[src/rtl/vending_panel_arbiter.sv]
`default_nettype none
// ============================================================================
// Module   : vending_panel_arbiter
// Purpose  : Round-robin sharing of one vendingMachine core between two
//            customer panels, with a watchdog that re-resets a stalled core
//            and refunds the panel that was being served.
// Revision : 1.0 - initial release
// ============================================================================
module vending_panel_arbiter #(
    parameter int TIMEOUT = 12,   // WAIT cycles before recovery, 1..15
    parameter int RST_CYC = 2     // core reset length in INIT / RECOVER
) (
    input  logic       clk,
    input  logic       reset,
    input  logic [1:0] req,
    input  logic [1:0] req_coin5,
    input  logic [1:0] req_coin1,
    input  logic [1:0] req_item,
    output logic [1:0] req_ack,
    output logic [1:0] resp_valid,
    output logic       resp_coin5,
    output logic       resp_coin1,
    output logic       resp_item,
    output logic       resp_err,
    output logic       busy,
    output logic       core_coinInNTD_5,
    output logic       core_coinInNTD_1,
    output logic       core_itemTypeIn,
    output logic       core_rst_n,
    input  logic       core_coinOutNTD_5,
    input  logic       core_coinOutNTD_1,
    input  logic       core_itemTypeOut,
    input  logic [1:0] core_serviceTypeOut
);

    typedef enum logic [2:0] {
        S_INIT    = 3'd0,
        S_IDLE    = 3'd1,
        S_ISSUE   = 3'd2,
        S_WAIT    = 3'd3,
        S_RECOVER = 3'd4,
        S_RESP    = 3'd5
    } state_t;

    localparam logic [1:0] c_svcOff      = 2'b00;
    localparam logic [1:0] c_svcOn       = 2'b01;
    localparam logic [3:0] c_timeoutLast = 4'(TIMEOUT - 1);
    localparam logic [3:0] c_rstLast     = 4'(RST_CYC - 1);

    state_t     r_state, w_stateNext;
    logic [3:0] r_cnt, w_cntNext;       // reset-length counter and watchdog share it
    logic       r_rr, w_rrNext;
    logic       r_id, w_idNext;
    logic       r_coin5, w_coin5Next;
    logic       r_coin1, w_coin1Next;
    logic       w_winner;

    logic [1:0] w_reqAck, w_respValid;
    logic       w_respCoin5, w_respCoin1, w_respItem, w_respErr;
    logic       w_busy, w_coreCoin5, w_coreCoin1, w_coreItem, w_coreRstN;

    // Next-state and next-output logic; every output is registered below.
    always_comb begin
        w_stateNext = r_state;
        w_cntNext   = r_cnt;
        w_rrNext    = r_rr;
        w_idNext    = r_id;
        w_coin5Next = r_coin5;
        w_coin1Next = r_coin1;
        w_winner    = req[r_rr] ? r_rr : ~r_rr;
        w_reqAck    = 2'b00;
        w_respValid = 2'b00;
        w_respCoin5 = resp_coin5;
        w_respCoin1 = resp_coin1;
        w_respItem  = resp_item;
        w_respErr   = resp_err;
        w_coreCoin5 = 1'b0;
        w_coreCoin1 = 1'b0;
        w_coreItem  = 1'b0;
        w_coreRstN  = 1'b1;

        case (r_state)
            S_INIT: begin
                w_coreRstN = 1'b0;
                w_cntNext  = r_cnt + 4'd1;
                if (r_cnt == c_rstLast) begin
                    w_stateNext = S_IDLE;
                    w_cntNext   = 4'd0;
                    w_coreRstN  = 1'b1;
                end
            end
            S_IDLE: begin
                if ((core_serviceTypeOut == c_svcOn) && (req != 2'b00)) begin
                    w_idNext    = w_winner;
                    w_coin5Next = req_coin5[w_winner];
                    w_coin1Next = req_coin1[w_winner];
                    w_reqAck    = w_winner ? 2'b10 : 2'b01;
                    if (!req_item[w_winner]) begin
                        // Nothing to buy: refund locally, the core never sees it.
                        w_stateNext = S_RESP;
                        w_respValid = w_winner ? 2'b10 : 2'b01;
                        w_respCoin5 = req_coin5[w_winner];
                        w_respCoin1 = req_coin1[w_winner];
                        w_respItem  = 1'b0;
                        w_respErr   = 1'b0;
                        w_rrNext    = ~w_winner;
                    end else begin
                        w_stateNext = S_ISSUE;
                        w_coreCoin5 = req_coin5[w_winner];
                        w_coreCoin1 = req_coin1[w_winner];
                        w_coreItem  = req_item[w_winner];
                    end
                end
            end
            S_ISSUE: begin
                w_stateNext = S_WAIT;
                w_cntNext   = 4'd0;
            end
            S_WAIT: begin
                // Completion takes priority over a watchdog expiry in the same cycle.
                if (core_serviceTypeOut == c_svcOff) begin
                    w_stateNext = S_RESP;
                    w_respValid = r_id ? 2'b10 : 2'b01;
                    w_respCoin5 = core_coinOutNTD_5;
                    w_respCoin1 = core_coinOutNTD_1;
                    w_respItem  = core_itemTypeOut;
                    w_respErr   = 1'b0;
                    w_rrNext    = ~r_id;
                end else if (r_cnt == c_timeoutLast) begin
                    w_stateNext = S_RECOVER;
                    w_cntNext   = 4'd0;
                    w_coreRstN  = 1'b0;
                end else begin
                    w_cntNext = r_cnt + 4'd1;
                end
            end
            S_RECOVER: begin
                w_coreRstN = 1'b0;
                w_cntNext  = r_cnt + 4'd1;
                if (r_cnt == c_rstLast) begin
                    w_stateNext = S_RESP;
                    w_cntNext   = 4'd0;
                    w_coreRstN  = 1'b1;
                    w_respValid = r_id ? 2'b10 : 2'b01;
                    w_respCoin5 = r_coin5;
                    w_respCoin1 = r_coin1;
                    w_respItem  = 1'b0;
                    w_respErr   = 1'b1;
                    w_rrNext    = ~r_id;
                end
            end
            S_RESP: begin
                w_stateNext = S_IDLE;
            end
            default: begin
                w_stateNext = S_INIT;
                w_cntNext   = 4'd0;
            end
        endcase

        w_busy = (w_stateNext != S_IDLE);
    end

    // State and registered outputs; reset forces INIT with the core held in reset.
    always_ff @(posedge clk or posedge reset) begin
        if (reset) begin
            r_state          <= S_INIT;
            r_cnt            <= 4'd0;
            r_rr             <= 1'b0;
            r_id             <= 1'b0;
            r_coin5          <= 1'b0;
            r_coin1          <= 1'b0;
            req_ack          <= 2'b00;
            resp_valid       <= 2'b00;
            resp_coin5       <= 1'b0;
            resp_coin1       <= 1'b0;
            resp_item        <= 1'b0;
            resp_err         <= 1'b0;
            busy             <= 1'b1;
            core_coinInNTD_5 <= 1'b0;
            core_coinInNTD_1 <= 1'b0;
            core_itemTypeIn  <= 1'b0;
            core_rst_n       <= 1'b0;
        end else begin
            r_state          <= w_stateNext;
            r_cnt            <= w_cntNext;
            r_rr             <= w_rrNext;
            r_id             <= w_idNext;
            r_coin5          <= w_coin5Next;
            r_coin1          <= w_coin1Next;
            req_ack          <= w_reqAck;
            resp_valid       <= w_respValid;
            resp_coin5       <= w_respCoin5;
            resp_coin1       <= w_respCoin1;
            resp_item        <= w_respItem;
            resp_err         <= w_respErr;
            busy             <= w_busy;
            core_coinInNTD_5 <= w_coreCoin5;
            core_coinInNTD_1 <= w_coreCoin1;
            core_itemTypeIn  <= w_coreItem;
            core_rst_n       <= w_coreRstN;
        end
    end

endmodule
`default_nettype wire

[config.mk]
export PLATFORM = sky130hd
export DESIGN_NAME = vending_panel_arbiter
export DESIGN_NICKNAME = d
export VERILOG_FILES = /design/src/rtl/vending_panel_arbiter.sv
export SDC_FILE = /design/constraint.sdc
export NUM_CORES = 1
export LEC_CHECK = 0
export BUFFER_PORTS_ARGS = -buffer_cell sky130_fd_sc_hd__buf_2
export CORE_UTILIZATION = 30
export CTS_BUF_LIST = sky130_fd_sc_hd__clkbuf_16
export DETAILED_ROUTE_END_ITERATION = 10
export SLEW_MARGIN = 20
export SYNTH_ARGS = -nofsm -noshare
export SYNTH_HDL_FRONTEND = slang
export SYNTH_SLANG_ARGS = --single-unit
[constraint.sdc]
create_clock -name clk -period 2.5 [get_ports clk]
set_input_delay 0.25 -clock clk [delete_from_list [all_inputs] [get_ports clk]]
set_output_delay 0.25 -clock clk [all_outputs]
set_load 0.005 [all_outputs]
==> reports/metrics.cfg, run 1 <==
[layout]
drive_gt1_share_pct = 27.5
nets = 171
final_area_um2 = 1510
n_fill_cell = 410
synthToLayoutAreaGrowth_pct = 19.7
num_antenna_cells = 0

[status]
outcome = complete, no violations

[critical_path]
rr_endpoint = resp_item
crit_fanout = 12
required_ns = 2.65
worstReg2RegStart = r_state[0]
crit_arrival_ns = 2.01
critPathCaptureType = flop
crit_type = reg -> reg
r2r_cells = 4
start_kind = flop
reg2reg_slack_ns = 0.64

[sta]
tns_ns = 0
slew_violations = 0
fin_crit_sh_pct = 74.5
setup_viol = 0
tightest_slew_ns = 0.910
finalClockSkew_ns = 0.00484
holdWs_ns = 0.180
fmax_ghz = 0.537
rsz0062_at_grt = false
hold_viol_final = 0
slew_headroom_pct = 39.2
period_needed_ns = 1.86

[synth]
syn_area_um2 = 1260
ys_seq_area_share_pct = 47.6
synthAdderAreaFrac_pct = 1.98
synth_compound_area_share_pct = 25.8
synthesis.instances = 126
synth_seq_cells = 24
synth-xor-area-share_pct = 0.693
synth_cell_types = 44
synth_edf_count = 0
yosys_warnings = 0
synthMuxAreaShare_pct = 0
avgSynthCellArea_um2 = 10.0
synth_top_family_by_area = compound AO/OA/AOI/OAI gates
postSynth.asyncResetShare_pct = 100
syn-num-nets = 143
ys.flop_type = dfrtp_1
synth-simple-area-share_pct = 18.7

[hold_path]
min_path_type = in -> async

[grt]
grt_usage_pct = 14.5
grt_pass1_wl_mm = 4.80
grt_max_degree = 25
antenna_found_initial = 0
overflow = 0
grt_pass1_vias = 1046

[power]
peakVddDrop_uv = 415
p_per_area_nw_per_um2 = 1030
p_leak_nw = 0.708

[drt]
firstDrtPassIters = 4
drc = 0
wl_per_cell_um = 14.2
vias_per_cell = 5.36
via_count = 1088
first_iter_violations = 21
wl_mm = 2.89
ant_nets = 0

[job]
drv_cap = 0

[clock_network]
cts_max_level = 1
insertion_delay_ns = 0.26
clkTransAtPathRegs_ns = 0.06
root_buffer = clkbuf_16
cts-resized-gates = 0
postCtsSetupRepairBufs = 0
ctsHoldBuffers = 0
numCtsBuffers = 3
clockBufferDepth = 2
cts_tree = done
cts.sink_count = 24

[die]
rows = 23
initial_core_util_pct = 31.4
io_pins = 28
die_w_um = 66.9
core_area_um2 = 4030
fp.dieArea_um2 = 4480
die-height_um = 66.9

[placed_design]
portBuffers = 27
gp_congestion = 0.832
dp_hpwl_mm = 2.16
dpl_cell_area_um2 = 1430

[how the worst max path moves through the flow]
| stage | end | slack [ns] | depth (start not counted) | start |
|---|---|---|---|---|
| 2_1_floorplan | resp_valid[1] | 0.78 | 5 | r_state[2] |
| 3_3_place_gp | r_id | 0.67 | 4 | r_state[0] |
| 3_5_place_dp | resp_item | 0.64 | 4 | r_state[0] |
| 4_1_cts | resp_item | 0.64 | 4 | r_state[0] |
| 5_1_grt | busy | 0.47 | 6 | r_cnt[1] |
| 6_report | resp_item | 0.64 | 4 | r_state[0] |
[state kept, by name, summed over array words and instances, names as in the netlist, 2 cells and up]
signal      flops
r_state         3
r_cnt           4
resp_valid      2
req_ack         2
[metal layers]
metal | routed length, um | track usage (%)
met5 | 0 | 0
met4 | 56 | 6.38
met3 | 89 | 2.40
met2 | 1320 | 23.1
met1 | 1420 | 19.1
[power by group]
group	internal, mW	switching (mW)
registers	0.516	0.116
clock network	0.214	0.135
logic	0.275	0.299
[logic make-up after synthesis]
logic type	after synthesis
fa+ha+maj	2
compound gates	46
flops	24
buf+inv	13
xor+xnor	1
simple gates	40
[synth_stat cells (all sizes together), types with 4 or more instances]
cell	count	area, um^2
a21oi	5	25.0
a31oi	4	25.0
and2	4	25.0
dfrtp	23	576
inv	8	30.0
nand2	7	26.3
nand3	4	20.0
nor2	5	18.8
o21ai	9	45.0
[worst max-delay path: stages, from the launching register on]
cell and delay (ns):
dfrtp_1 0.51, or3b_4 0.44, nor4_2 0.34, a31oi_1 0.21, a32o_1 0.25
[through the flow]
stage | cells | util, % | power, mW | setup WS, ns
2_1_floorplan | 126 | - | 1.05 | 0.777
3_3_place_gp | 199 | 35.6 | 1.20 | 0.666
3_5_place_dp | 199 | 35.6 | 1.21 | 0.639
4_1_cts | 203 | 37.5 | 1.56 | 0.637
5_1_grt | 203 | 37.5 | 1.68 | 0.473
6_report | 203 | 37.5 | 1.55 | 0.636
[cell type report]
type | count | area (um^2) | area share (%)
clock buffer | 3 | 75.1 | 4.96
multi-input combinational | 89 | 597 | 39.5
inverter | 8 | 30.0 | 1.99
clock inverter | 1 | 3.75 | 0.248
timing repair buffer | 28 | 143 | 9.43
tap | 50 | 62.6 | 4.14
sequential | 24 | 602 | 39.8
[layout by cell type, fill, tap and decap left out, types with 2 or more instances in the layout]
| master | synthesis | routed |
|---|---|---|
| nand3_1 | 4 | 4 |
| nand2b_1 | 3 | 3 |
| nand2_1 | 7 | 7 |
| a32o_1 | 3 | 3 |
| nor3b_1 | 2 | 2 |
| a22oi_1 | 2 | 2 |
| a21boi_0 | 2 | 2 |
| dfrtp_1 | 23 | 23 |
| nor3_1 | 2 | 2 |
| nor2_1 | 5 | 5 |
| or2_2 | 3 | 3 |
| and2_1 | 4 | 4 |
| o211ai_1 | 2 | 2 |
| ha_1 | 2 | 2 |
| clkbuf_16 | 0 | 3 |
| inv_1 | 8 | 9 |
| o21ai_0 | 8 | 8 |
| a311oi_1 | 2 | 2 |
| buf_2 | 1 | 27 |
| o22ai_1 | 3 | 3 |
| a31o_2 | 2 | 2 |
| a211o_1 | 2 | 2 |
| a21o_1 | 3 | 3 |
| nand3b_1 | 2 | 2 |
| a31oi_1 | 4 | 4 |
| nor2b_1 | 2 | 2 |
| a21oi_1 | 5 | 5 |
No activity file was read; power rests on OpenSTA's default activity.
==> run 2, diff against run 1 <==
- clock period: 2.5 -> 1.58 ns (I/O delays scaled with it)
==> reports/metrics.cfg, run 2 (synthesis gave the netlist of run 1 again) <==
[status]
outcome = finished with violations
violations = setup timing

[grt]
grt_usage_pct = 16.4
grt_pass1_vias = 1184
overflow = 0
antenna_found_initial = 0
grt_pass1_wl_mm = 5.49
grt_max_degree = 25

[power]
p_leak_nw = 0.820
p_per_area_nw_per_um2 = 1610
peakVddDrop_uv = 481

[job]
drv_cap = 0

[clock_network]
insertion_delay_ns = 0.26
cts_tree = done
clockBufferDepth = 2
root_buffer = clkbuf_16
cts.sink_count = 24
cts_max_level = 1
clkTransAtPathRegs_ns = 0.06
numCtsBuffers = 3

[layout]
num_antenna_cells = 0
synthToLayoutAreaGrowth_pct = 37.1
final_common_cell = buf_2
nets = 192
final_area_um2 = 1730
final_cell_mix = buf_2, dfrtp_1, buf_4
drive_gt1_share_pct = 42.0
largest_reg_flops = 4
reg_top3 = r_cnt: 4 flops, r_state: 3 flops
fin_cells = 224
regMostFlops = r_cnt

[die]
core_area_um2 = 4030
fp.dieArea_um2 = 4480
initial_core_util_pct = 31.4
die-height_um = 66.9
io_pins = 28
rows = 23
die_w_um = 66.9

[critical_path]
cpLargestDelayFamily = simple AND/OR/NAND/NOR gates
crit_arrival_ns = 1.78
critical-path-slowest-cell = or4_4
cpPeakStageDelay_ns = 0.48
crit_fanout = 6
crit_type = reg -> reg
start_kind = flop
crit_chain = or3b_4 -> or4_4 -> o31ai_2
critPathCaptureType = flop
required_ns = 1.75
cp_num_buf_inv = 0

[drt]
drc = 0
wl_per_cell_um = 15.4
wl_mm = 3.44
vias_per_cell = 5.23
first_iter_violations = 42
via_count = 1172
firstDrtPassIters = 4
ant_nets = 0

[placed_design]
placed_cells = 216
dpl_cell_area_um2 = 1570
gp_congestion = 0.836
dp_hpwl_mm = 2.42
portBuffers = 27

[sta]
rsz0062_at_grt = true
hold_viol_final = 0
fmax_ghz = 0.618
period_needed_ns = 1.62
setup_viol = 4
slew_violations = 0
finalClockSkew_ns = 0.00304
fin_crit_sh_pct = 102
tightest_slew_ns = 0.360
timing.final.ws_setup_ns = -0.0373
tns_ns = -0.0570
slew_headroom_pct = 75.8

[hold_path]
min_path_type = in -> reg

[run 2: cell count changes in the layout (fill, tap and decap cells not counted), moves of 2 or more]
| cell | before | now |
|---|---|---|
| o21ai_1 | 1 | 4 |
| o21ai_2 | 0 | 2 |
| buf_4 | 1 | 19 |
| inv_1 | 9 | 7 |
| nor3b_1 | 2 | 0 |
| o21ai_0 | 8 | 3 |
[run 2: final timing paths]
check / startpoint / endpoint / slack (ns) / cells after the start
worst max-delay path: r_state[2] / resp_valid[1] / -0.04 / 3
worst min-delay path: req_item[1] / resp_valid[1] / 0.13 / 2
worst max register to register: r_state[2] / resp_valid[1] / -0.04 / 3
worst min register to register: r_id / resp_valid[1] / 0.50 / 2
max in group asynchronous: reset / busy / 0.78 / 4
min in group asynchronous: reset / resp_coin5 / 0.50 / 4
[run 2: routing by layer]
layer | vias up | GRT usage [%] | wire, um
met5 | - | 0 | 0
met4 | 0 | 6.38 | 78
met1 | 566 | 20.1 | 1420
met3 | 6 | 1.88 | 138
met2 | 35 | 28.9 | 1800
li1 | 565 | - | -
[run 2: timing repair]
item | 4_1_cts | 5_1_grt
resized for setup | 3 | 16
endpoints found under the setup margin | 9 | 18
buffers inserted | 0 | 2
hold endpoints to repair | 23 | 0
pin swaps | 1 | 2
hold buffers | 1 | 0
gates cloned | 0 | 1
[run 2: final cells by class]
| cell class | instances | area, um^2 |
|---|---|---|
| Tap cell | 50 | 62.6 |
| Clock buffer | 3 | 75.1 |
| Fill cell | 405 | 2300 |
| Sequential cell | 24 | 602 |
| Inverter | 8 | 30.0 |
| Timing Repair Buffer | 48 | 299 |
| Multi-Input combinational cell | 90 | 661 |
| Clock inverter | 1 | 3.75 |
[run 2: stage by stage]
| step | total power, mW | setup WS, ns | utilization, % | hold slack [ns] |
|---|---|---|---|---|
| floorplan | 1.67 | -0.143 | - | 0.172 |
| global placement | 2.06 | -0.0285 | 38.9 | 0.213 |
| detailed placement | 2.10 | -0.0854 | 38.9 | 0.233 |
| CTS | 2.68 | -0.0496 | 41.5 | 0.107 |
| global route | 3.01 | -0.0864 | 43.0 | 0.131 |
| finish | 2.79 | -0.0373 | 43.0 | 0.131 |
[run 2: power by group]
part	switching, mW	internal (mW)
Sequential	0.102	0.817
Clock	0.213	0.338
Combinational	0.663	0.658
Total	0.977	1.81
==> run 3, diff against run 2 <==
- REMOVE_ABC_BUFFERS: default -> 1
==> reports/metrics.cfg, run 3 (synthesis gave the netlist of run 1 again) <==
[status]
outcome = finished with violations
violations = setup timing

[drt]
wl_mm = 3.51
wl_per_cell_um = 15.6
firstDrtPassIters = 4
drc = 0
via_count = 1200
vias_per_cell = 5.33
ant_nets = 0
first_iter_violations = 84

[hold_path]
worstHoldStart = req_item[1]
holdPathEnd = resp_valid[1]
min_path_type = in -> reg
hold_depth = 2

[sta]
timing.final.ws_setup_ns = -0.0685
fmax_ghz = 0.607
fin_crit_sh_pct = 104
setup_viol = 9
hold_viol_final = 0
tns_ns = -0.264
tightest_slew_ns = 0.472
period_needed_ns = 1.65
rsz0062_at_grt = true
slew_headroom_pct = 68.5
finalClockSkew_ns = 0.00163
slew_violations = 0

[layout]
final_cell_mix = buf_2, dfrtp_1, buf_4
final_area_um2 = 1820
nets = 193
drive_gt1_share_pct = 46.3
largest_reg_flops = 4
final_common_cell = buf_2
synthToLayoutAreaGrowth_pct = 44.3
reg_top3 = r_cnt: 4 flops, r_state: 3 flops
fin_cells = 225
num_antenna_cells = 0
regMostFlops = r_cnt
fin_util_pct = 45.2

[clock_network]
cts_tree = done
root_buffer = clkbuf_16
cts_max_level = 1
clockBufferDepth = 2
insertion_delay_ns = 0.26
clkTransAtPathRegs_ns = 0.06
cts.sink_count = 24
numCtsBuffers = 3

[critical_path]
rr_endpoint = r_id
critical-path-slowest-cell = or4_4
required_ns = 1.73
critical_path_depth = 4
crit_arrival_ns = 1.80
cpLargestDelayFamily = simple AND/OR/NAND/NOR gates
crit_type = reg -> reg
r2r_cells = 4
reg2reg_slack_ns = -0.07
start_kind = flop
critPathCaptureType = flop
crit_chain = or3b_4 -> or4_4 -> a21oi_4 -> a21oi_1
worstReg2RegStart = r_state[2]
crit_fanout = 6
cpPeakStageDelay_ns = 0.52
cp_num_buf_inv = 0
crit_start = r_state[2]

[die]
initial_core_util_pct = 31.4
fp.dieArea_um2 = 4480
io_pins = 28
core_area_um2 = 4030
rows = 23
die_w_um = 66.9
die-height_um = 66.9

[placed_design]
dp_slack_ns = -0.170
placed_cells = 217
dp_hpwl_mm = 2.46
dpl_cell_area_um2 = 1570
portBuffers = 27
gp_congestion = 0.839

[grt]
grt_max_degree = 14
grt_use_met1_pct = 18.7
busiest_layer = met2
use_met2_pct = 29.3
antenna_found_initial = 0
use_met3_pct = 2.91
grt_pass1_wl_mm = 5.33
overflow = 0
grt_usage_pct = 16.5
grt_pass1_vias = 1201

[power]
p_leak_nw = 0.846
peakVddDrop_uv = 540
p_per_area_nw_per_um2 = 1600

[job]
drv_cap = 0

## run 3: changes by cell type in the layout (fill, tap and decap cells not counted), sizes merged
cell,previous run,this run
clkinv,1,0
buf,47,48
inv,8,9
## run 3: final cells by class
class | count | area (um^2)
fillers | 416 | 2210
multi-input cells | 90 | 732
flip-flops and latches | 24 | 602
repair buffers | 49 | 318
clock buffers | 3 | 75.1
well taps | 50 | 62.6
inverters | 8 | 30.0
clock inverters | 1 | 3.75
## run 3: per-layer routing
layer	part of all wire (%)	routed length [um]	vias up
met4	1.5	53	0
met2	55	1940	25
met3	4.0	142	5
li1	-	-	568
met1	39	1380	602
met5	0	0	-
## run 3: how the worst max path moves through the flow
stage / to / slack (ns)
finish: r_id / -0.07
global route: resp_valid[1] / -0.11
floorplan: resp_item / -0.11
CTS: r_state[2] / -0.06
global placement: r_rr / -0.10
detailed placement: resp_coin1 / -0.17
## run 3: timing repair
item,CTS,global route
gates cloned,1,0
setup endpoints to repair,14,18
buffers inserted,1,3
hold buffers,1,0
hold endpoints to repair,10,0
pin swaps,3,7
resized for setup,12,21
## run 3: power by group
part | internal (mW) | leakage (nW) | switching [mW]
sequential | 0.817 | 0.308 | 0.121
combinational | 0.704 | 0.495 | 0.730
clock | 0.338 | 0.0423 | 0.211
## run 3: per-stage QoR
stage	total power [mW]	hold slack, ns
CTS	2.71	0.109
finish	2.92	0.123
floorplan	1.62	0.172
global placement	2.06	0.169
detailed placement	2.09	0.186
global route	3.11	0.133
